**config.mk**
```make
export PLATFORM = sky130hd
export DESIGN_NAME = call_stack_ctrl_flat
export DESIGN_NICKNAME = d
export VERILOG_FILES = /design/src/rtl/call_stack_ctrl_if.sv /design/src/rtl/call_stack_ctrl.sv /design/src/flat_wrapper.sv
export SDC_FILE = /design/constraint.sdc
export NUM_CORES = 1
export LEC_CHECK = 0
export CAP_MARGIN = 20
export CORE_ASPECT_RATIO = 1.5
export CORE_MARGIN = 2
export CORE_UTILIZATION = 45
export CTS_BUF_LIST = sky130_fd_sc_hd__clkbuf_16
export CTS_CLUSTER_SIZE = 8
export DETAILED_ROUTE_END_ITERATION = 8
export PLACE_DENSITY_LB_ADDON = 0.3
export SYNTH_ARGS = -nofsm -noshare
export SYNTH_HDL_FRONTEND = slang
export SYNTH_SLANG_ARGS = --single-unit
export TNS_END_PERCENT = 10
```
**constraint.sdc**
```tcl
create_clock -name clk -period 7.7 [get_ports clk]
set_input_delay 1.54 -clock clk [delete_from_list [all_inputs] [get_ports clk]]
set_output_delay 1.54 -clock clk [all_outputs]
set_load 0.01 [all_outputs]
```
**src/rtl/call_stack_ctrl_if.sv**
```systemverilog
// Bus bundle for call_stack_ctrl: push/pop/flush controls in, stack status out.
// Optional macro STACK_CKPT_EN adds the ckpt/restore checkpoint controls.
interface call_stack_ctrl_if #(
    parameter int WIDTH = 12,
    parameter int DEPTH = 8
);
    localparam int CW = $clog2(DEPTH) + 1;

    logic             push;
    logic             pop;
    logic             clear;
    logic             err_clear;
    logic [WIDTH-1:0] push_data;
`ifdef STACK_CKPT_EN
    logic             ckpt;
    logic             restore;
`endif
    logic [WIDTH-1:0] top;
    logic [CW-1:0]    count;
    logic             empty;
    logic             full;
    logic             overflow;
    logic             underflow;

    modport master (
        output push, pop, clear, err_clear, push_data,
`ifdef STACK_CKPT_EN
        output ckpt, restore,
`endif
        input  top, count, empty, full, overflow, underflow
    );

    modport slave (
        input  push, pop, clear, err_clear, push_data,
`ifdef STACK_CKPT_EN
        input  ckpt, restore,
`endif
        output top, count, empty, full, overflow, underflow
    );
endinterface

```
**src/rtl/call_stack_ctrl.sv**
```systemverilog
// Return-address stack for the RET path of PC select.
// Circular storage indexed by sp (next free slot); top is combinational so the
// PC mux can consume it in the same cycle as a pop.
// OVF_MODE: 0 = a push on a full stack overwrites the oldest entry, 1 = rejected.
// Optional macro STACK_CKPT_EN adds a {sp, count} checkpoint shadow with
// ckpt/restore controls (entry data itself is never restored).
module call_stack_ctrl #(
    parameter int WIDTH    = 12,
    parameter int DEPTH    = 8,
    parameter int OVF_MODE = 0
) (
    input  logic                  clk,
    input  logic                  reset,
    call_stack_ctrl_if.slave      stk
);
    localparam int PW = $clog2(DEPTH);
    localparam int CW = PW + 1;
    localparam logic [CW-1:0] FULL_CNT = CW'(DEPTH);
    localparam bit WRAP = (OVF_MODE == 0);

    logic [WIDTH-1:0] mem [DEPTH];
    logic [PW-1:0]    sp, sp_nxt, sp_m1, wr_addr;
    logic [CW-1:0]    cnt, cnt_nxt;
    logic             wr_en, ovf_set, udf_set;
    logic             overflow_q, underflow_q;
    logic             is_empty, is_full;
`ifdef STACK_CKPT_EN
    logic [PW-1:0]    shd_sp;
    logic [CW-1:0]    shd_cnt;
    logic             shd_ld;
`endif

    assign sp_m1    = sp - 1'b1;
    assign is_empty = (cnt == '0);
    assign is_full  = (cnt == FULL_CNT);

    // Next pointer/count, write strobe and error strobes; clear beats everything.
    always_comb begin
        sp_nxt  = sp;
        cnt_nxt = cnt;
        wr_en   = 1'b0;
        wr_addr = sp;
        ovf_set = 1'b0;
        udf_set = 1'b0;
`ifdef STACK_CKPT_EN
        shd_ld  = 1'b0;
`endif
        if (stk.clear) begin
            sp_nxt  = '0;
            cnt_nxt = '0;
        end
`ifdef STACK_CKPT_EN
        else if (stk.restore) begin
            sp_nxt  = shd_sp;
            cnt_nxt = shd_cnt;
        end
        else if (stk.ckpt) begin
            shd_ld = 1'b1;
        end
`endif
        else begin
            case ({stk.push, stk.pop})
                2'b10: begin
                    if (!is_full) begin
                        wr_en   = 1'b1;
                        sp_nxt  = sp + 1'b1;
                        cnt_nxt = cnt + 1'b1;
                    end else begin
                        ovf_set = 1'b1;
                        if (WRAP) begin
                            wr_en  = 1'b1;
                            sp_nxt = sp + 1'b1;
                        end
                    end
                end
                2'b01: begin
                    if (!is_empty) begin
                        sp_nxt  = sp_m1;
                        cnt_nxt = cnt - 1'b1;
                    end else begin
                        udf_set = 1'b1;
                    end
                end
                2'b11: begin
                    // Replace-top on a live stack; on an empty one it degrades to a push.
                    wr_en = 1'b1;
                    if (!is_empty) begin
                        wr_addr = sp_m1;
                    end else begin
                        sp_nxt  = sp + 1'b1;
                        cnt_nxt = cnt + 1'b1;
                        udf_set = 1'b1;
                    end
                end
                default: ;
            endcase
        end
    end

    // Pointer, count and sticky flags; a new error wins over err_clear.
    always_ff @(posedge clk or negedge reset) begin
        if (!reset) begin
            sp          <= '0;
            cnt         <= '0;
            overflow_q  <= 1'b0;
            underflow_q <= 1'b0;
        end else begin
            sp          <= sp_nxt;
            cnt         <= cnt_nxt;
            overflow_q  <= ovf_set | (overflow_q  & ~stk.err_clear);
            underflow_q <= udf_set | (underflow_q & ~stk.err_clear);
        end
    end

    // Entry storage; contents are don't-care after reset so no reset term.
    always_ff @(posedge clk) begin
        if (wr_en) mem[wr_addr] <= stk.push_data;
    end

`ifdef STACK_CKPT_EN
    // Checkpoint shadow of the pointer state.
    always_ff @(posedge clk or negedge reset) begin
        if (!reset) begin
            shd_sp  <= '0;
            shd_cnt <= '0;
        end else if (shd_ld) begin
            shd_sp  <= sp;
            shd_cnt <= cnt;
        end
    end
`endif

    assign stk.top       = is_empty ? '0 : mem[sp_m1];
    assign stk.count     = cnt;
    assign stk.empty     = is_empty;
    assign stk.full      = is_full;
    assign stk.overflow  = overflow_q;
    assign stk.underflow = underflow_q;
endmodule

```
**src/flat_wrapper.sv**
```systemverilog
// flat-port wrapper written by rule: the top's interface ports become plain ports
module call_stack_ctrl_flat 
#(
    parameter int WIDTH    = 12,
    parameter int DEPTH    = 8,
    parameter int OVF_MODE = 0
)
  (clk, reset, stk_push, stk_pop, stk_clear, stk_err_clear, stk_push_data, stk_top, stk_count, stk_empty, stk_full, stk_overflow, stk_underflow);
  call_stack_ctrl_if #(.WIDTH(WIDTH), .DEPTH(DEPTH)) stk_i ();
  input  logic clk;
  input  logic reset;
  input wire logic [$bits(stk_i.push)-1:0] stk_push;
  input wire logic [$bits(stk_i.pop)-1:0] stk_pop;
  input wire logic [$bits(stk_i.clear)-1:0] stk_clear;
  input wire logic [$bits(stk_i.err_clear)-1:0] stk_err_clear;
  input wire logic [$bits(stk_i.push_data)-1:0] stk_push_data;
  output wire logic [$bits(stk_i.top)-1:0] stk_top;
  output wire logic [$bits(stk_i.count)-1:0] stk_count;
  output wire logic [$bits(stk_i.empty)-1:0] stk_empty;
  output wire logic [$bits(stk_i.full)-1:0] stk_full;
  output wire logic [$bits(stk_i.overflow)-1:0] stk_overflow;
  output wire logic [$bits(stk_i.underflow)-1:0] stk_underflow;
  assign stk_i.push = stk_push;
  assign stk_i.pop = stk_pop;
  assign stk_i.clear = stk_clear;
  assign stk_i.err_clear = stk_err_clear;
  assign stk_i.push_data = stk_push_data;
  assign stk_top = stk_i.top;
  assign stk_count = stk_i.count;
  assign stk_empty = stk_i.empty;
  assign stk_full = stk_i.full;
  assign stk_overflow = stk_i.overflow;
  assign stk_underflow = stk_i.underflow;
  call_stack_ctrl #(.WIDTH(WIDTH), .DEPTH(DEPTH), .OVF_MODE(OVF_MODE)) u_core (.clk(clk), .reset(reset), .stk(stk_i));
endmodule
```
==> summary.md <==
| Metric | Value |
|---|---|
| Run status | complete, no violations |
| Yosys top cell by area | sky130_fd_sc_hd__edfxtp_1 |
| Weighted congestion at the end of routability-driven global placement | roughly 0.76 |
| Area added between synthesis and finish | 18.54% |
| Number of violations of the max-capacitance limit | 0 |
| Min cycle time layout | 5138 ps |
| Number of cells traversed by the worst hold path | 1 |
| Clk slew on worst S/H paths | 60 ps |
| Normalized max-slew margin | 0.2981 |
| Number of synthesized register bits | 105 |
| Number of levels in the clock H-tree | 3 |
| Hold bufs inserted after CTS | 0 |
| Starting Density | 0.4610 |
| First DRT Iteration DRCs | 207 |
| Depth of the most critical reg-to-reg path | 6 |
| Hold WC Path Type | reg -> reg |
| Fraction of the cycle the final worst path needs | 0.6673 |
| Number of buffers added by the clock tree synthesis step | 9 |
| Die Y-Extent | 126.0 um |
| Delay of the slowest cell on the worst path | 1000 ps |
| Remaining number of nets flagged by the antenna check after routing | 0 |
| Total setup buffers inserted after CTS | 0 |
| Peak supply drop | between 0.3 and 0.4 mV |
| Highest attainable clock frequency | 194.6 MHz |
| Remaining DRCs | 0 |
| Worst path bufs/invs | 3 |
| Worst Min Path Start | u_core.stk.overflow |
| Top-level port count | 38 |
| DP HPWL | 5495 um |
| Worst-skew pair later-pin latency | 340 ps |
| Post-Synthesis Mean Instance Area | 16.54 um^2 |
| Vias in the first global route | about 2600 |
| Static leakage power | 1.815 nW |
| Arrival time at the worst endpoint | 3600 ps |
| Least-Margin Pin Slew | 1039 ps |
| Antenna violations before repair | 0 |
| Clock Root Buffer | sky130_fd_sc_hd__clkbuf_16 |
| Most frequently used flop master after synthesis | sky130_fd_sc_hd__edfxtp_1 |
| Fin util | 0.5465 |
| Area of the core | between 9000 and 10000 um^2 |
| Clock tree from TritonCTS | yes |
| Yosys warning count | 0 |
| Ordered list of cells on the worst path | inv_1 > ha_1 > buf_4 > mux4_2 > nand3_1 > nand2_1 > clkdlybuf4s50_1 |
| Final-layout setup total negative slack | 0 ps |
| EDFF count, synth | between 90 and 100 |
| Setup repair after global routing missed its margin | false |
| Via count | 2492 |
| Final setup skew | around 6.3 ps |
| Cell count after synthesis | 270 |
| Placement Rows | 44 |
| Number of gates given a new drive strength after cts | 0 |
| Buffer depth of the longest clock path | 2 |
| Maximum number of pins on one net before global-route repair | 32 |
| Endpoint of the worst hold path | u_core.stk.overflow |
| Routed wire length | roughly 8700 um |
| Number of iterations in the first detailed-routing pass | 4 |
| Total internal power | around 1.4 mW |
| Filler cell count in the final layout | 779 |
| Flop pwr share | 0.368 |
| Slowest cell on crit path | sky130_fd_sc_hd__dfrtp_2 |
| WP data required | 6160 ps |
| PortBufs | 37 |
| R2r endpoint | u_core.mem[3][11] |
| RR Startpoint | u_core.sp[0] |
| Total die area | about 11000 um^2 |
| Share of layout cells above drive strength 1 | 0.1709 |
| CTS Sinks | 105 |
| Pins over their slew limit | 0 |
| Library cells used by synthesis | 38 |
| Async set or reset register ratio after synthesis | 0.08571 |
| GRT Residual Overflow | 0 |
| Crit. End Element | output pin |
| Maximum fanout encountered on the critical timing path | 31 |
| Horizontal die dimension | ~85 um |
| Total number of nets in the final design | 333 |
| Power density cells | 383.2 nW/um^2 |
| Routed length per instance | 20.25 um |
| Combinational cell fraction of total power | 0.399 |
| Register area share after synthesis | 0.6958 |
| Diodes inserted | 0 |
| Gr usage total | 0.1739 |
| Fraction of power spent switching nets | 0.3283 |
| Kind of start point of the critical path | flop |
| Clock network fraction of total power | 0.233 |
| Routed vias/inst | between 5 and 6 |
| Crit path kind | reg -> out |
| Setup-failing EPs final | 0 |
| Largest cells by area after synthesis | sky130_fd_sc_hd__edfxtp_1, sky130_fd_sc_hd__mux4_2, sky130_fd_sc_hd__dfrtp_1 |
| Dominant delay contributor by cell family on the critical path | buffers and inverters |
| Fraction of post-synthesis cell area in the top cell type by area | 0.6454 |
| Combined area of all synthesized cells | 4467 um^2 |
| First-pass GRT wire length | 13890 um |
| Post-Synthesis Net Count | 292 |
| P_sw | 0.6661 mW |
| Final hold violation count | 0 |
| R2R setup slack | 4290 ps |
==> final cells by class <==
type	instances	area, um^2	area share
sequential	105	3109	0.5872
clock buffer	9	225.2	0.04253
clock inverter	7	86.33	0.01630
timing repair buffer	47	445.4	0.08412
inverter	7	26.28	0.004962
tap	115	143.9	0.02717
multi-input combinational	141	1259	0.2377
==> stage by stage <==
stage / cell area [um^2] / hold WS [ps] / power (mW) / setup slack, ps / cells
2_1_floorplan: 4467 / 531.0 / 1.261 / 4081 / 270
3_3_place_gp: 4984 / 479.3 / 1.569 / 2889 / 415
3_5_place_dp: 4984 / 509.9 / 1.580 / 2840 / 415
4_1_cts: 5295 / 523.9 / 2.051 / 2478 / 431
5_1_grt: 5295 / 548.3 / 2.142 / 2226 / 431
6_report: 5295 / 511.9 / 2.029 / 2562 / 431
==> state kept, by name (all words and copies together), names as in the netlist <==
name / cells
u_core.mem: 96
u_core.stk.count: 4
u_core.sp: 3
u_core.stk.overflow: 1
u_core.stk.underflow: 1
==> cell families (layout without fill, tap and decap cells) <==
| logic type | Yosys count | after routing | share of synthesized area |
|---|---|---|---|
| DFF | 105 | 105 | 0.6958 |
| and+or+nand+nor | 74 | 74 | 0.08039 |
| muxes | 28 | 28 | 0.1314 |
| AOI/OAI and AO/OA | 27 | 27 | 0.04146 |
| buffers and inverters | 24 | 70 | 0.02409 |
| xor gates and xnor gates | 8 | 8 | 0.01569 |
| adders and majority gates | 4 | 4 | 0.01120 |
==> worst max path at each step <==
stage / startpoint / end / slack [ps] / depth (start not counted)
finish: u_core.sp[0] / stk_top[6] / 2560 / 7
global route: u_core.sp[0] / stk_top[1] / 2230 / 7
CTS: u_core.sp[0] / stk_top[6] / 2480 / 7
detailed placement: u_core.sp[0] / stk_top[7] / 2840 / 7
global placement: u_core.sp[0] / stk_top[1] / 2890 / 7
floorplan: u_core.sp[0] / stk_top[10] / 4080 / 7
==> power by group through the flow <==
| stage | logic [mW] | registers [mW] | clock network, mW |
|---|---|---|---|
| after floorplan | 0.548 | 0.713 | 0 |
| after global routing | 0.883 | 0.759 | 0.500 |
| final | 0.809 | 0.746 | 0.473 |
| after global placement | 0.810 | 0.759 | 0 |
| after detailed placement | 0.818 | 0.763 | 0 |
| after CTS | 0.822 | 0.750 | 0.479 |
==> cells in the final DEF (no fill, tap or decap), drive strengths merged, types with 2 or more instances in the layout <==
master,count
clkdlybuf4s50,37
and3b,2
nor3,8
clkbuf,9
mux4,24
a211oi,2
and3,3
ha,4
bufinv,2
edfxtp,96
clkinv,3
inv,8
xor2,3
xnor2,5
or3,2
mux2i,2
nand3,27
o211ai,2
nand2,15
mux2,2
o21ai,9
nor2,13
a21oi,4
buf,10
dfrtp,9
nor2b,2
==> routing by layer <==
layer	GRT usage	vias up	wire [um]
li1	-	1144	-
met1	0.2068	1271	3533
met2	0.3033	58	4681
met3	0.03145	19	236
met4	0.08030	0	276
met5	0	-	0
==> synth_stat cells (2+ instances only) <==
| cell | count |
|---|---|
| sky130_fd_sc_hd__edfxtp_1 | 96 |
| sky130_fd_sc_hd__nand3_1 | 27 |
| sky130_fd_sc_hd__mux4_2 | 24 |
| sky130_fd_sc_hd__nand2_1 | 15 |
| sky130_fd_sc_hd__nor2_1 | 13 |
| sky130_fd_sc_hd__clkbuf_1 | 12 |
| sky130_fd_sc_hd__dfrtp_1 | 9 |
| sky130_fd_sc_hd__o21ai_0 | 9 |
| sky130_fd_sc_hd__nor3_1 | 8 |
| sky130_fd_sc_hd__inv_1 | 7 |
| sky130_fd_sc_hd__xnor2_1 | 5 |
| sky130_fd_sc_hd__a21oi_1 | 4 |
| sky130_fd_sc_hd__ha_1 | 4 |
| sky130_fd_sc_hd__and3_1 | 3 |
| sky130_fd_sc_hd__xor2_1 | 3 |
| sky130_fd_sc_hd__a211oi_1 | 2 |
| sky130_fd_sc_hd__and3b_1 | 2 |
| sky130_fd_sc_hd__buf_2 | 2 |
| sky130_fd_sc_hd__buf_6 | 2 |
| sky130_fd_sc_hd__mux2i_1 | 2 |
| sky130_fd_sc_hd__nor2b_1 | 2 |
| sky130_fd_sc_hd__o211ai_1 | 2 |
| sky130_fd_sc_hd__or3_1 | 2 |
No activity file was read; power rests on OpenSTA's default activity.
